### config.mk
export PLATFORM = sky130hd
export DESIGN_NAME = relu_pool_pack
export DESIGN_NICKNAME = d
export VERILOG_FILES = /design/src/rtl/relu_pool_pack.sv
export SDC_FILE = /design/constraint.sdc
export NUM_CORES = 1
export LEC_CHECK = 0
export ABC_AREA = 1
export CORE_MARGIN = 5
export CORE_UTILIZATION = 23
export DETAILED_ROUTE_END_ITERATION = 10
export PLACE_DENSITY = 0.47
export SLEW_MARGIN = 20
export SYNTH_ARGS = -nofsm -noshare
export SYNTH_HDL_FRONTEND = slang
export SYNTH_SLANG_ARGS = --single-unit
export TNS_END_PERCENT = 20
### constraint.sdc
create_clock -name clk -period 3.8 [get_ports clk]
set_input_delay 0.76 -clock clk [delete_from_list [all_inputs] [get_ports clk]]
set_output_delay 0.76 -clock clk [all_outputs]
set_load 0.01 [all_outputs]
### src/rtl/relu_pool_pack.sv
// Activation + max-pool + 4-lane packer feeding a 64-bit output buffer port.
// Optional ReLU activation is enabled by defining RELU_POOL_PACK_RELU_EN.
module relu_pool_pack #(
  parameter int DATA_W      = 16,
  parameter int POOL        = 2,
  parameter int PLANE_WORDS = 64,
  parameter int ADDR_W      = 16
) (
  input  logic              clk,
  input  logic              rst,
  input  logic              in_valid,
  input  logic [DATA_W-1:0] in_data,
  input  logic              flush,
  output logic              out_ena,
  output logic [7:0]        out_wea,
  output logic [ADDR_W-1:0] out_addr,
  output logic [63:0]       out_dina,
  output logic              plane_done,
  output logic              busy
);

  localparam int CNT_W = (POOL > 1) ? $clog2(POOL) : 1;

  logic [CNT_W-1:0]         r_pool_cnt;
  logic [1:0]               r_lane_cnt;
  logic signed [DATA_W-1:0] r_max;
  logic [DATA_W-1:0]        r_lanes [4];
  logic [ADDR_W-1:0]        r_next_addr;
  logic [ADDR_W-1:0]        r_out_addr;
  logic [63:0]              r_out_dina;
  logic                     r_out_ena;
  logic [7:0]               r_out_wea;
  logic                     r_plane_done;

  logic signed [DATA_W-1:0] w_act;
  logic signed [DATA_W-1:0] w_win_max;
  logic                     w_win_done;
  logic                     w_flush_win;
  logic                     w_place;
  logic [2:0]               w_fill;
  logic                     w_write;
  logic [DATA_W-1:0]        w_lanes [4];
  logic [4*DATA_W-1:0]      w_word;
  logic [7:0]               w_wea;

`ifdef RELU_POOL_PACK_RELU_EN
  assign w_act = in_data[DATA_W-1] ? '0 : $signed(in_data);
`else
  assign w_act = $signed(in_data);
`endif

  always_comb begin
    w_win_max = r_max;
    if (in_valid && ((r_pool_cnt == '0) || (w_act > r_max)))
      w_win_max = w_act;
    w_win_done  = in_valid && (r_pool_cnt == CNT_W'(POOL - 1));
    // A flush closes a window only if it holds samples and did not just complete.
    w_flush_win = flush && !w_win_done && (in_valid || (r_pool_cnt != '0));
    w_place     = w_win_done || w_flush_win;
    w_fill      = {1'b0, r_lane_cnt} + {2'b00, w_place};
    w_write     = (w_fill == 3'd4) || (flush && (w_fill != 3'd0));
  end

  for (genvar gi = 0; gi < 4; gi++) begin : g_lane
    assign w_lanes[gi] = (w_place && (r_lane_cnt == 2'(gi))) ? w_win_max : r_lanes[gi];
    assign w_word[4*DATA_W-1-DATA_W*gi -: DATA_W] = w_lanes[gi];
    assign w_wea[7-2*gi -: 2] = (w_fill > 3'(gi)) ? 2'b11 : 2'b00;
  end

  always_ff @(posedge clk) begin
    if (rst) begin
      r_pool_cnt   <= '0;
      r_lane_cnt   <= '0;
      r_max        <= '0;
      r_next_addr  <= '0;
      r_out_addr   <= '0;
      r_out_dina   <= '0;
      r_out_ena    <= 1'b0;
      r_out_wea    <= '0;
      r_plane_done <= 1'b0;
      for (int i = 0; i < 4; i++) r_lanes[i] <= '0;
    end else begin
      r_out_ena    <= w_write;
      r_out_wea    <= w_write ? w_wea : 8'h00;
      r_plane_done <= w_write && (r_next_addr == ADDR_W'(PLANE_WORDS - 1));
      if (in_valid) r_max <= w_win_max;
      if (w_place || flush)
        r_pool_cnt <= '0;
      else if (in_valid)
        r_pool_cnt <= r_pool_cnt + CNT_W'(1);
      // Lanes clear on write so unfilled lanes of a flushed word read as zero.
      if (w_write) begin
        r_out_dina  <= 64'(w_word);
        r_out_addr  <= r_next_addr;
        r_next_addr <= (r_next_addr == ADDR_W'(PLANE_WORDS - 1)) ? '0 : r_next_addr + ADDR_W'(1);
        r_lane_cnt  <= '0;
        for (int i = 0; i < 4; i++) r_lanes[i] <= '0;
      end else begin
        r_lane_cnt <= w_fill[1:0];
        for (int i = 0; i < 4; i++) r_lanes[i] <= w_lanes[i];
      end
    end
  end

  assign out_ena    = r_out_ena;
  assign out_wea    = r_out_wea;
  assign out_addr   = r_out_addr;
  assign out_dina   = r_out_dina;
  assign plane_done = r_plane_done;
  assign busy       = (r_pool_cnt != '0) || (r_lane_cnt != '0);

endmodule

After elaboration in Yosys (flattened, before gate mapping)
Memories as Yosys holds them, arrays and structs flattened.
Index checks and enable logic that the tools add are counted.
- $add $sub $neg: 3
- magnitude comparators: 5
- eq/ne operators: 5
- muxes and demuxes: 26
- bitwise logic cells: 10
- reduce and logical (&&, ||, !) cells: 23
- operators by type and width (cell ; number):
    $mux 16 ; 14
    $add 16x1->16 const B ; 1
    $eq 16x6->1 const B ; 1
    $gt 16x16->1 ; 1
    $logic_and 1x1->1 ; 10
    $mux 1 ; 8
    $mux 2 ; 4
    $or 1x1->1 ; 8
    $gt 3x1->1 const B ; 2
    $gt 3x2->1 const B ; 2
    $logic_or 1x1->1 ; 6
    $reduce_or 2->1 ; 3
    $eq 2x2->1 const B ; 2
    $add 2x1->3 ; 1
    $eq 3x3->1 const B ; 1
    $reduce_bool 3->1 ; 1
    $eq 2x1->1 const B ; 1
    $logic_not 2->1 ; 1
    $not 1->1 ; 2
    $reduce_bool 2->1 ; 1
    $add 1x1->1 const B ; 1
    $logic_not 1->1 ; 1
- register bits after elaboration: 125
- bits in writable memories: 64
- input bits: 20
- output and inout bits: 91
- memories: 1
- memories (name ; depth ; bits a word ; rd ports ; clocked after memory_dff ; write ports ; line ; source):
    r_lanes ; 4 ; 16 ; 4 ; 0 ; 4 ; 27 ; logic [DATA_W-1:0] r_lanes [4];

Depth between registers and ports, before layout
Gate-level depths: netlist (run 1).
- depth in word-level cells: 14
- mapped depth: 20

Least setup slack after synthesis (run 1)
OpenSTA, ideal clock, no wires.
- path kind: input port to flip-flop
- from: input port in_valid
- to: memory r_lanes[1][10], data pin
- setup time: 266 ps
- data arrival time: 2701 ps
- required time: 3534 ps
- slack: 833 ps
- stages: 14
- path through: buf_4 -> nand2_1 -> a21oi_2 -> ha_1 -> inv_1 -> ha_1 -> clkinv_1 -> nand3_2 -> nand2_4 -> nor2_4 -> inv_1 -> clkbuf_1 -> clkbuf_1 -> nor2_1
- RTL lines (what ; line ; source):
    start: declaration ; 11 ; input logic in_valid,
    end: declaration ; 27 ;

Final worst setup path (run 1)
- from: input port in_valid
- to: register r_out_addr[4], in the netlist out_addr[4]
- cells in the longest elaborated chain, start to end: 9
- ends and longest elaborated chain (what ; line ; source):
    $logic_and 1x1->1 ; 56 ; w_win_done = in_valid && (r_pool_cnt == CNT_W'(POOL - 1));
    $logic_not 1->1 ; 58 ; w_flush_win = flush && !w_win_done && (in_valid || (r_pool_cnt != '0));
    $logic_and 1x1->1 (2 in series) ; 58 ;
    $logic_or 1x1->1 (*) ; 59 ; w_place = w_win_done || w_flush_win;
    $add 2x1->3 (*) ; 60 ; w_fill = {1'b0, r_lane_cnt} + {2'b00, w_place};
    net w_fill[1] ; 40 ; logic [2:0] w_fill;
    $reduce_bool 3->1 ; 61 ; w_write = (w_fill == 3'd4) || (flush && (w_fill != 3'd0));
    $logic_and 1x1->1 ; 61 ;
    $logic_or 1x1->1 (*) ; 61 ;
    end signal: assignment ; 94 ; r_out_addr <= r_next_addr;
    end: declaration ; 29 ; logic [ADDR_W-1:0] r_out_addr;
Mark *: on every way through the listed nets, which the timed path passes. The rest lies on a longest branch.
A chain may end at the register's enable or synchronous reset.

==> results.yml, run 1 <==
outcome:
  outcome: "completed"
yosys:
  ys_seq_elements: 185
  yosysWarnings: 0
  yosysTopAreaCellShare: 0.339
  synth_area_leaders: "dfxtp_1 34%, edfxtp_1 18%, nand2_1 11%, nand3_1 8.7%, or2_2 4.0%"
  synthCells: 952
  yosysTopAreaCell: "dfxtp_1"
  syn_area_um2: 8090
  synth_edf_count: 48
  synthFlopType: "dfxtp_1"
  syn_avg_cell_area_um2: 8.50
  synth_cell_types: 45
  yosysSeqAreaShare: 0.517
  synthArstFlopShare: 0
run:
  max_cap_violations: 0
cts:
  cts_buffer_depth: 2
  cts_made_buffers: 17
  postCtsSetupBuffers: 0
  cts_hold_buffers: 0
  htreeDepth: 4
  insertion_delay_ns: 0.45
  cts_root_buf: "clkbuf_16"
  cts_sinks: 185
  clkTransAtPathRegs_ns: 0.07
  tritoncts: "built"
  cts_resized: 0
place:
  placed_area_um2: 9870
  place_worst_setup_slack_ns: -0.0237
  hpwl_um: 16600
  port_buffers: 110
  gp_congestion: 0.753
detailed_routing:
  drt-total-wl_um: 23200
  highest_layer: "met5"
  drt_first_pass_iters: 4
  antenna_left: 0
  vias: 6541
  vias_per_cell: 4.17
  met2_length_um: 10800
  met3WireLength_um: 1190
  remaining_drc_errors: 0
  avgRoutedWirePerCell_um: 14.8
  drt_iter0_drc: 326
  wl_met1_um: 10900
sta:
  hold_slack_ns: 0.451
  worst_slack_ns: 0.497
  max_freq_mhz: 303
  skew_ns: 0.0199
  min_period_over_period: 0.869
  slew_headroom: 0.444
  min_period_ns: 3.30
  setup_viol: 0
  worstMarginPinSlew_ns: 0.832
  grt_setup_unrepaired: "no"
  slew_viol_final: 0
  hold_viol_final: 0
layout:
  fin_nets: 1139
  final_area_um2: 10500
  final_util: 0.302
  antenna_cells: 0
  drive_above_1_share: 0.132
  area_delta_synth_final_pct: 29.1
grt:
  grt_max_degree: 43
  grt_use_total: 0.122
  grt_overflow: 0
  grt_pass1_vias: 6243
  grt_pass1_wl_um: 36400
  antenna_found_initial: 3
critical_path:
  start_kind: "primary input"
  critPathMaxFanout: 31
  r2r_cells: 12
  endpoint_kind: "register"
  crit_type: "in -> reg"
  r2r-start: "r_pool_cnt"
  r2r_setup_slack_ns: 0.84
  cp.required_ns: 4.17
  startpoint: "in_valid"
  crit_end: "out_addr[4]"
  cp.arrival_ns: 3.67
  reg2reg_to: "out_addr[4]"
pwr:
  leakagePower_uw: 0.00440
  ir_drop_v: 0.000319
  p_per_area_nw_per_um2: 439
  finalPower_uw: 4590
floorplanning:
  die_area_um2: 39000
  start_util: 0.234
  ios: 111
  fp-row-count: 68
  die_x_um: 198
  die_y_um: 198
  core_region_area_um2: 34600
min_path:
  hold_class: "reg -> reg"
==> synthesized netlist by cell type (3+ instances only) <==
| library cell | instances |
|---|---|
| nand3_2 | 11 |
| nor3_2 | 5 |
| dfxtp_1 | 137 |
| edfxtp_1 | 48 |
| nand2_1 | 244 |
| o21ai_1 | 5 |
| nand4_1 | 3 |
| buf_4 | 6 |
| buf_2 | 11 |
| or2_1 | 12 |
| clkbuf_2 | 4 |
| nor2_2 | 5 |
| inv_1 | 46 |
| a22o_1 | 3 |
| nor2_1 | 84 |
| nand2_4 | 13 |
| clkbuf_1 | 23 |
| nand3_1 | 140 |
| ha_1 | 20 |
| a21oi_1 | 28 |
| or2_2 | 52 |
| nor3_1 | 6 |
| o21ai_0 | 15 |
==> cell type report <==
class                   instances  area (um^2)
flip-flops and latches        185         4180
inverters                      50          188
clock buffers                  17          425
repair buffers                127         1270
well taps                     455          569
multi-input cells             718         3660
fillers                      3700        24200
clock inverters                15          153
==> worst max-delay path, cell delays in order <==
cell and delay, ns:
clkdlybuf4s50_1 0.52, nand2_1 0.10, a21oi_2 0.15, ha_1 0.18, inv_1 0.05, ha_1 0.28, clkinv_1 0.07, nand3_2 0.09
nand2_4 0.08, inv_1 0.07, nor2_4 0.63, inv_1 0.42, o21ai_0 0.27
==> per-layer routing <==
metal  vias to the layer above  track usage
met5                         -            0
met4                         6       0.0344
met3                        22       0.0333
met2                       100        0.193
met1                      3037        0.164
li1                       3376            -
==> sequential cells by signal (all words and copies together), names as in the netlist, 2 cells and up <==
signal	flops
out_addr	16
out_dina	64
out_wea	4
r_lane_cnt	2
r_lanes	64
r_max	16
r_next_addr	16
==> power breakdown <==
group	total [uW]	switching [uW]	internal [uW]
logic	624	371	253
clock network	1790	818	968
registers	2180	45.9	2130
==> layout by cell type, fill, tap and decap left out, types with 3 or more instances in the layout <==
cell / instances
o21ai_1: 5
clkdlybuf4s50_1: 110
dfxtp_1: 137
o21ai_0: 15
buf_12: 3
nor3_2: 5
nand2_1: 244
a22o_1: 3
ha_1: 20
clkinv_1: 5
nand3_1: 140
nand3_2: 11
inv_2: 3
buf_4: 14
or2_2: 52
or2_1: 12
nand4_1: 3
conb_1: 48
nor2_2: 4
clkinv_4: 6
edfxtp_1: 48
nand2_4: 13
clkbuf_16: 17
a21oi_1: 28
nor2_1: 84
inv_1: 45
nor3_1: 6
==> cells by family (layout without fill, tap and decap cells) <==
group / after synthesis / in the layout / synth area share
and+or+nand+nor: 587 / 587 / 0.354
AOI/OAI and AO/OA: 61 / 61 / 0.0425
other: 1 / 48 / 0.000463
adders and majority gates: 20 / 20 / 0.0309
DFF: 185 / 185 / 0.517
xor gates and xnor gates: 2 / 2 / 0.00216
buffers and inverters: 96 / 209 / 0.0526
==> worst min-delay path by stage <==
stage	start	to	slack, ns	cells after the start
6_report	out_dina[24]	out_dina[24]	0.45	2
5_1_grt	out_dina[32]	out_dina[32]	0.47	2
4_1_cts	out_dina[24]	out_dina[24]	0.46	2
3_5_place_dp	out_dina[36]	out_dina[36]	0.44	2
3_3_place_gp	out_dina[45]	out_dina[45]	0.44	2
2_1_floorplan	r_next_addr[2]	r_next_addr[2]	0.45	2
==> through the flow <==
step	std cells	TNS (ns)
floorplan	999	0
global placement	1535	0
detailed placement	1535	-0.0301
CTS	1567	0
global route	1567	0
finish	1567	0
(Power assumes the default switching activity.)
==> inputs of run 2 (changes only) <==
--- a/config.mk
+++ b/config.mk
@@ -6,10 +6,9 @@
 export NUM_CORES = 1
 export LEC_CHECK = 0
 export ABC_AREA = 1
-export CORE_MARGIN = 5
 export CORE_UTILIZATION = 23
 export DETAILED_ROUTE_END_ITERATION = 10
-export PLACE_DENSITY = 0.47
+export PLACE_DENSITY = 0.48
 export SLEW_MARGIN = 20
 export SYNTH_ARGS = -nofsm -noshare
 export SYNTH_HDL_FRONTEND = slang
==> constraint.sdc (replaced) <==
create_clock -name clk -period 2.69 [get_ports clk]
set_input_delay 0.538 -clock clk [delete_from_list [all_inputs] [get_ports clk]]
set_output_delay 0.538 -clock clk [all_outputs]
set_load 0.01 [all_outputs]
==> run 2 against run 1 <==
Against the previous run: sequential share of layout area fell by 2.2 points; flip-flop and latch count did not move; hold slack got worse by 0.053 ns; critical path depth rose by 4.
==> results.yml, run 2 (synthesis results as in run 1) <==
critical_path:
  cp.arrival_ns: 2.84
  crit_chain: "clkdlybuf4s50_1 -> ha_1 -> a21oi_1 -> nand2_1 -> nand2_1 -> nand2_1 -> nand2_1 -> nand2_1 -> nand2_1 -> nand3_2 -> nand2_4 -> nand2_4 -> buf_4 -> nand2_4 -> nand3_1 -> nand2_1 -> nor2_1"
  crit_buf_inv: 2
  critPathMaxFanout: 14
  path_delay_family: "simple AND/OR/NAND/NOR gates"
  start_kind: "primary input"
  cp_slowest_cell: "clkdlybuf4s50_1"
  cp.required_ns: 2.88
  endpoint_kind: "register"
  crit_top_cell: "nand2_1"
  crit_type: "in -> reg"
  critPathMaxStageDelay_ns: 0.49
floorplanning:
  die_area_um2: 35900
  die_y_um: 190
  die_x_um: 190
  core_region_area_um2: 34500
  fp-row-count: 68
  ios: 111
  start_util: 0.234
detailed_routing:
  vias_per_cell: 4.09
  drt_iter0_drc: 305
  drt_first_pass_iters: 5
  remaining_drc_errors: 0
  antenna_left: 0
  drt-total-wl_um: 23100
  avgRoutedWirePerCell_um: 14.2
  vias: 6676
place:
  placed_area_um2: 10400
  hpwl_um: 17100
  place_worst_setup_slack_ns: -0.493
  gp_congestion: 0.831
  port_buffers: 110
  placed_cells: 1595
pwr:
  p_sw_uw: 1790
  p_per_area_nw_per_um2: 591
  clockPowerShare: 0.379
  seq_power_share: 0.469
  leakagePower_uw: 0.00476
  p_int_uw: 4760
  p_comb_frac: 0.152
  sw_frac_of_total: 0.274
  ir_drop_v: 0.000448
grt:
  antenna_found_initial: 2
  grt_pass1_wl_um: 36400
  grt_max_degree: 40
  grt_pass1_vias: 6455
  grt_use_total: 0.134
  grt_overflow: 0
cts:
  cts_buffer_depth: 2
  cts_root_buf: "clkbuf_16"
  htreeDepth: 4
  tritoncts: "built"
  clkTransAtPathRegs_ns: 0.07
  cts_made_buffers: 17
  cts_sinks: 185
  insertion_delay_ns: 0.45
  cts_hold_buffers: 0
sta:
  min_period_over_period: 0.984
  slew_viol_final: 0
  skew_ns: 0.0185
  hold_viol_final: 0
  grt_setup_unrepaired: "yes"
  max_freq_mhz: 378
  finalSetupTns_ns: 0
  min_period_ns: 2.65
  worst_slack_ns: 0.0424
  setup_viol: 0
layout:
  fin_nets: 1203
  layout_commonest_cell: "nand2_1"
  fill_cells: 3660
  final_util: 0.320
  layout_common_cells: "242 x nand2_1, 138 x nand3_1, 137 x dfxtp_1, 108 x clkdlybuf4s50_1, 84 x nor2_1"
  final_area_um2: 11100
  instances_no_fill: 1632
  drive_above_1_share: 0.189
  area_delta_synth_final_pct: 36.8
outcome:
  outcome: "completed"
min_path:
  hold_class: "in -> reg"
run:
  max_cap_violations: 0
==> run 2: changes by cell type in the layout (fill, tap and decap cells not counted), moves of 3 or more <==
| cell | delta |
|---|---|
| inv_6 | +3 |
| clkinv_1 | -4 |
| clkinv_4 | -5 |
| buf_4 | +55 |
| buf_12 | +9 |
==> run 2: path summary, 6_finish.rpt <==
kind                            cells past startpoint             end  slack, ns   startpoint
worst min register to register                      2     out_dina[8]       0.45  out_dina[8]
worst min-delay path                                4      r_pool_cnt       0.40        flush
worst max register to register                     14  r_lanes[3][11]       0.19    r_max[15]
worst max-delay path                               17  r_lanes[3][11]       0.04   in_data[3]
==> run 2: what timing repair did <==
item                       4_1_cts  5_1_grt
setup endpoints to repair        2       59
pin swaps                        1        3
setup buffers                    2        2
resized for setup                0       10
==> run 2: metrics by stage <==
step / hold slack, ns / total power, uW
after floorplan: 0.452 / 3660
after global placement: 0.440 / 4120
after detailed placement: 0.439 / 4130
after CTS: 0.454 / 6650
after global routing: 0.418 / 6870
final: 0.398 / 6550
==> run 2: final cells by class <==
cell class                 instances  area [um^2]  share of cell area
sequential                       185         4180               0.378
multi-input combinational        718         3690               0.334
timing repair buffer             191         1860               0.168
tap                              455          569              0.0514
clock buffer                      17          425              0.0384
inverter                          50          188              0.0170
clock inverter                    15          140              0.0127
antenna                            1         2.50            0.000226
==> run 2: worst min-delay path: cells and delay by family <==
| family | cells | cell delay, ns |
|---|---|---|
| buf+inv | 2 | 0.17 |
| simple gates | 2 | 0.10 |
==> run 2: power groups by stage <==
stage	registers, uW	logic, uW	clock network (uW)
floorplan	3150	503	0
global placement	3140	989	0
detailed placement	3140	992	0
CTS	3070	1010	2570
global route	3090	1110	2670
finish	3070	993	2480
==> run 2: metal layers <==
layer / vias up / wire length (um) / GRT usage
met3: 17 / 1010 / 0.0343
met5: - / 13 / 0
met4: 2 / 286 / 0.0357
li1: 3507 / - / -
met1: 3039 / 11200 / 0.178
met2: 111 / 10600 / 0.214
==> inputs of run 3 (changes only) <==
--- a/config.mk
+++ b/config.mk
@@ -7,9 +7,9 @@
 export LEC_CHECK = 0
 export ABC_AREA = 1
 export CORE_UTILIZATION = 23
+export CTS_BUF_LIST = sky130_fd_sc_hd__clkbuf_16
 export DETAILED_ROUTE_END_ITERATION = 10
 export PLACE_DENSITY = 0.48
-export SLEW_MARGIN = 20
 export SYNTH_ARGS = -nofsm -noshare
 export SYNTH_HDL_FRONTEND = slang
 export SYNTH_SLANG_ARGS = --single-unit
==> results of run 3 <==
No change in the layout: final DEF, timing and power equal those of run 2.
